$ cat src/rtl/regfile_port_initiator.sv
// Register-file port initiator: turns a command stream into RF write and read-port cycles.
// Reads are tracked by latency and their data returns in order through a small FIFO.
module regfile_port_initiator #(
    parameter int ADDR_W       = 7,
    parameter int DATA_W       = 64,
    parameter int READ_LATENCY = 2,
    parameter int RESP_DEPTH   = 4
) (
    input  logic                clock,
    input  logic                reset,
    input  logic                cmd_valid,
    output logic                cmd_ready,
    input  logic                cmd_write,
    input  logic [ADDR_W-1:0]   cmd_address,
    input  logic [DATA_W-1:0]   cmd_value,
    input  logic [DATA_W/8-1:0] cmd_byteMask,
    output logic [ADDR_W-1:0]   rf_read_address,
    output logic                rf_write,
    output logic [ADDR_W-1:0]   rf_write_address,
    output logic [DATA_W-1:0]   rf_write_value,
    output logic [DATA_W/8-1:0] rf_write_byteMask,
    input  logic [DATA_W-1:0]   rf_read_value,
    output logic                rsp_valid,
    input  logic                rsp_ready,
    output logic [DATA_W-1:0]   rsp_value,
    output logic                busy
);

    localparam int PTR_W = $clog2(RESP_DEPTH);
    localparam int CNT_W = $clog2(RESP_DEPTH + READ_LATENCY + 2) + 1;

    logic                    readIssue;
    logic [READ_LATENCY-1:0] readPipe;
    logic [READ_LATENCY:0]   histValid;
    logic [ADDR_W-1:0]       histAddress [READ_LATENCY+1];
    logic [PTR_W:0]          writePtr;
    logic [PTR_W:0]          readPtr;
    logic [PTR_W:0]          occupancy;
    logic [DATA_W-1:0]       fifoMem [RESP_DEPTH];
    logic [CNT_W-1:0]        inFlight;
    logic [CNT_W-1:0]        pending;
    logic                    creditFull;
    logic                    rawHazard;
    logic                    writeAccept;
    logic                    readAccept;
    logic                    push;
    logic                    pop;

    always_comb begin
        inFlight = CNT_W'(readIssue);
        for (int i = 0; i < READ_LATENCY; i++) begin
            inFlight = inFlight + CNT_W'(readPipe[i]);
        end
    end

    assign occupancy  = writePtr - readPtr;
    assign pending    = inFlight + CNT_W'(occupancy);
    assign creditFull = pending >= CNT_W'(RESP_DEPTH);

    // A read must not overtake a write to the same register still in its window.
    always_comb begin
        rawHazard = 1'b0;
        for (int i = 0; i <= READ_LATENCY; i++) begin
            if (histValid[i] && histAddress[i] == cmd_address) begin
                rawHazard = 1'b1;
            end
        end
    end

    assign cmd_ready   = reset && (cmd_write || (!creditFull && !rawHazard));
    assign writeAccept = cmd_valid && cmd_ready && cmd_write;
    assign readAccept  = cmd_valid && cmd_ready && !cmd_write;

    assign push      = readPipe[READ_LATENCY-1];
    assign rsp_valid = writePtr != readPtr;
    assign rsp_value = fifoMem[readPtr[PTR_W-1:0]];
    assign pop       = rsp_valid && rsp_ready;
    assign busy      = readIssue || (|readPipe) || rsp_valid;

    always_ff @(posedge clock) begin
        if (!reset) begin
            rf_write          <= 1'b0;
            rf_write_address  <= '0;
            rf_write_value    <= '0;
            rf_write_byteMask <= '0;
            rf_read_address   <= '0;
            readIssue         <= 1'b0;
            readPipe          <= '0;
            histValid         <= '0;
            writePtr          <= '0;
            readPtr           <= '0;
        end else begin
            rf_write <= writeAccept;
            if (writeAccept) begin
                rf_write_address  <= cmd_address;
                rf_write_value    <= cmd_value;
                rf_write_byteMask <= cmd_byteMask;
            end
            if (readAccept) begin
                rf_read_address <= cmd_address;
            end
            readIssue <= readAccept;
            readPipe  <= (readPipe << 1) | READ_LATENCY'(readIssue);
            histValid <= {histValid[READ_LATENCY-1:0], writeAccept};
            if (push) begin
                writePtr <= writePtr + (PTR_W+1)'(1);
            end
            if (pop) begin
                readPtr <= readPtr + (PTR_W+1)'(1);
            end
        end
    end

    always_ff @(posedge clock) begin
        histAddress[0] <= cmd_address;
        for (int i = 1; i <= READ_LATENCY; i++) begin
            histAddress[i] <= histAddress[i-1];
        end
    end

    always_ff @(posedge clock) begin
        if (push) begin
            fifoMem[writePtr[PTR_W-1:0]] <= rf_read_value;
        end
    end

endmodule

$ cat config.mk
export PLATFORM = sky130hd
export DESIGN_NAME = regfile_port_initiator
export DESIGN_NICKNAME = d
export VERILOG_FILES = /design/src/rtl/regfile_port_initiator.sv
export SDC_FILE = /design/constraint.sdc
export NUM_CORES = 1
export LEC_CHECK = 0
export BUFFER_PORTS_ARGS = -buffer_cell sky130_fd_sc_hd__buf_2
export CORE_UTILIZATION = 38
export DETAILED_ROUTE_END_ITERATION = 8
export SYNTH_ARGS = -nofsm -noshare
export SYNTH_HDL_FRONTEND = slang
export SYNTH_SLANG_ARGS = --single-unit
$ cat constraint.sdc
create_clock -name clock -period 4.3 [get_ports clock]
set_input_delay 0.86 -clock clock [delete_from_list [all_inputs] [get_ports clock]]
set_output_delay 0.86 -clock clock [all_outputs]
set_load 0.05 [all_outputs]
==> results.ini <==
[global_routing]
grt_pass1_vias=8116
grt_max_degree=97
antenna_found_initial=6
grt_first_pass_wirelength_um=45130
grt_use_met1=0.1987
overflow=0
busiest_layer=met2
gr-usage-met2=0.2681
grt_use_total=0.1625
grt_util_met3=0.06158

[run_status]
status=complete, no violations

[layout]
final_layout_size_suffix_gt1_frac=0.3800
fill_cells=3160
utilization=0.4765
regArea_um2=10120
fin_nets=1289
multi_input_area_um2=3378
syn2layout_area_growth_pct=23.49

[min_path]
min-delay-start=histAddress[0][3]$_DFF_P_
holdPathEnd=histAddress[0][10]$_DFF_P_
whs_path_depth=0
worstHoldPathType=reg -> reg

[logic_synthesis]
yosys-top-cells-count=256 x edfxtp_1, 174 x nand2_1, 121 x dfxtp_1
synth_ff_type=edfxtp_1
synth_top_area_frac=0.5601
synth_seq_cells=377
syn_area_um2=13730
synth_area_leaders=edfxtp_1 56%, dfxtp_1 18%, mux4_2 11%
synth_xor_area_frac=0.01723
synth_edf_count=256
synth_top_area_cell=edfxtp_1
seq_area_frac_synth=0.7366
synth-simple-area-share=0.06108
post-synth-top-count-cell=edfxtp_1
yosysUniqueCellTypes=28
syn_avg_cell_area_um2=16.54
synth-compound-area-share=0.04567
synth_top_family_by_area=multiplexers
synthAdderAreaFrac=0.01021
ys_warn_count=0
syn_nets=988
ys_async_sr_fraction=0
syn_inst=830
muxShareOfSynthArea=0.1108

[run]
max_cap_viol_count=0

[setup_path]
cp_top_family=adder cells
cp-end-kind=primary output
r2r-start=writePtr[0]$_SDFFE_PN0P_
crit_slowest_cell=dfxtp_1
r2r-end=rf_read_address[5]$_SDFFE_PN0P_
crit_buf_inv=3
critPathMaxStageDelay_ps=390
rr_worst_depth=10
critPathLaunchType=flip-flop
path_max_fanout=4
required_ps=3440
cp.arrival_ps=3030
r2r_slack_ps=1490
critPathKind=reg -> out
crit_chain=inv_1 -> ha_1 -> inv_1 -> fa_1 -> ha_1 -> a31oi_1 -> o211ai_2 -> nor3_1 -> o21a_1 -> buf_2

[pwr]
ir_worst_vdd_mv=0.3266
p_total_mw=7.761
leakage_nw=6.164
power.density_nw_per_um2=457.9

[detailed_routing]
postRouteAntennaNets=0
vias=7841
wire_per_inst_um=18.44
drc=0
drt_wl_total_um=29890
drt_first_pass_iters=4
vias_per_cell=4.837
drt_iter0_markers=329

[timing]
min_period_ps=3892
max_freq_mhz=256.9
tns_ps=0
slew_viol_final=0
rsz0062_at_grt=false
skew_ps=16.41
max_slew_margin=0.2919
setup_viol=0
finalHoldViolCount=0
fin_crit_sh=0.9051
worst_pin_slew_ps=1062

[floorplan]
fp.dieH_um=192.1
io_pins=302
initial_core_util=0.3859
die_width_um=192.1
die_area_um2=36890
core_um2=35570
fp-row-count=69

[clock_tree]
cts_hold_buffers=0
cts_root_buffer=clkbuf_16
post_cts_buffers=0
cts_buffers=41
worstSkewPairLatency_ps=540
clk_pin_slew_ps=60
h-tree-depth=2
cts_tree=done
cts_sinks=377
cts_resized=0
clock_path_buffers=3

[place]
gp_congestion=0.7612
hpwl_um=18560
io_buffer_count=301

## logic make-up after synthesis
logic type,after synthesis
flops,377
simple gates,204
compound gates,83
mux,72
buf+inv,57
xor+xnor,27
fa+ha+maj,10
## worst reg2reg max path, delay by kind of cell, from the launching register on
| family | cells | cell delay (ps) |
|---|---|---|
| compound gates | 2 | 370 |
| fa+ha+maj | 3 | 940 |
| buf+inv | 3 | 400 |
| flops | 1 | 390 |
| mux | 1 | 220 |
| simple gates | 1 | 410 |
## state kept, by name, summed over array words and instances (netlist names), 7 cells and up, named ones only
register           cells
rf_write_value        64
fifoMem              256
rf_write_address       7
rf_write_byteMask      8
rf_read_address        7
histAddress           21
## worst max-delay path by stage
stage / startpoint / end / slack (ps) / cells after the start
6_report: writePtr[0]$_SDFFE_PN0P_ / cmd_ready / 410 / 10
5_1_grt: writePtr[0]$_SDFFE_PN0P_ / cmd_ready / 170 / 10
3_3_place_gp: writePtr[0]$_SDFFE_PN0P_ / cmd_ready / 950 / 10
3_5_place_dp: writePtr[0]$_SDFFE_PN0P_ / cmd_ready / 960 / 10
4_1_cts: writePtr[0]$_SDFFE_PN0P_ / cmd_ready / 340 / 10
2_1_floorplan: writePtr[0]$_SDFFE_PN0P_ / cmd_ready / 1180 / 9
## final cells by class
type,count,area share
Clock inverter,14,0.005979
Inverter,6,0.001329
Sequential cell,377,0.5969
Tap cell,461,0.03403
Multi-Input combinational cell,396,0.1993
Clock buffer,56,0.06902
Antenna cell,2,0.0002953
Timing Repair Buffer,309,0.09316
## power breakdown
group | internal, mW | switching, mW | total [mW]
clock | 1.96 | 1.35 | 3.31
sequential | 3.92 | 0.0304 | 3.95
combinational | 0.166 | 0.338 | 0.504
total | 6.04 | 1.72 | 7.76
## layer usage
layer / vias up / share of wire
met4: 8 / 0.017
met1: 3832 / 0.41
li1: 3654 / -
met2: 302 / 0.48
met3: 45 / 0.094
met5: - / 0.0016
## cell usage in the layout (no fill, tap or decap), types with 3 or more instances in the layout
| master | instances |
|---|---|
| clkinv_2 | 3 |
| and2_4 | 4 |
| nand2_1 | 174 |
| buf_2 | 301 |
| clkbuf_8 | 4 |
| mux2i_1 | 8 |
| a21boi_0 | 80 |
| mux4_2 | 64 |
| dfxtp_1 | 119 |
| inv_1 | 5 |
| xnor2_1 | 26 |
| clkinv_1 | 6 |
| clkbuf_1 | 7 |
| nand4_1 | 6 |
| clkbuf_16 | 43 |
| buf_4 | 7 |
| ha_1 | 8 |
| nand3_1 | 3 |
| and2_1 | 8 |
| edfxtp_1 | 256 |
## metrics by stage
step	area [um2]	worst slack (ps)	instances	hold WS, ps
global route	16950	171.4	1619	360.5
detailed placement	15670	958.0	1549	355.1
floorplan	13730	1177	830	349.9
global placement	15670	953.1	1549	352.9
CTS	16950	344.2	1619	357.3
finish	16950	408.1	1621	356.8
Power figures use the tool's default switching activity.
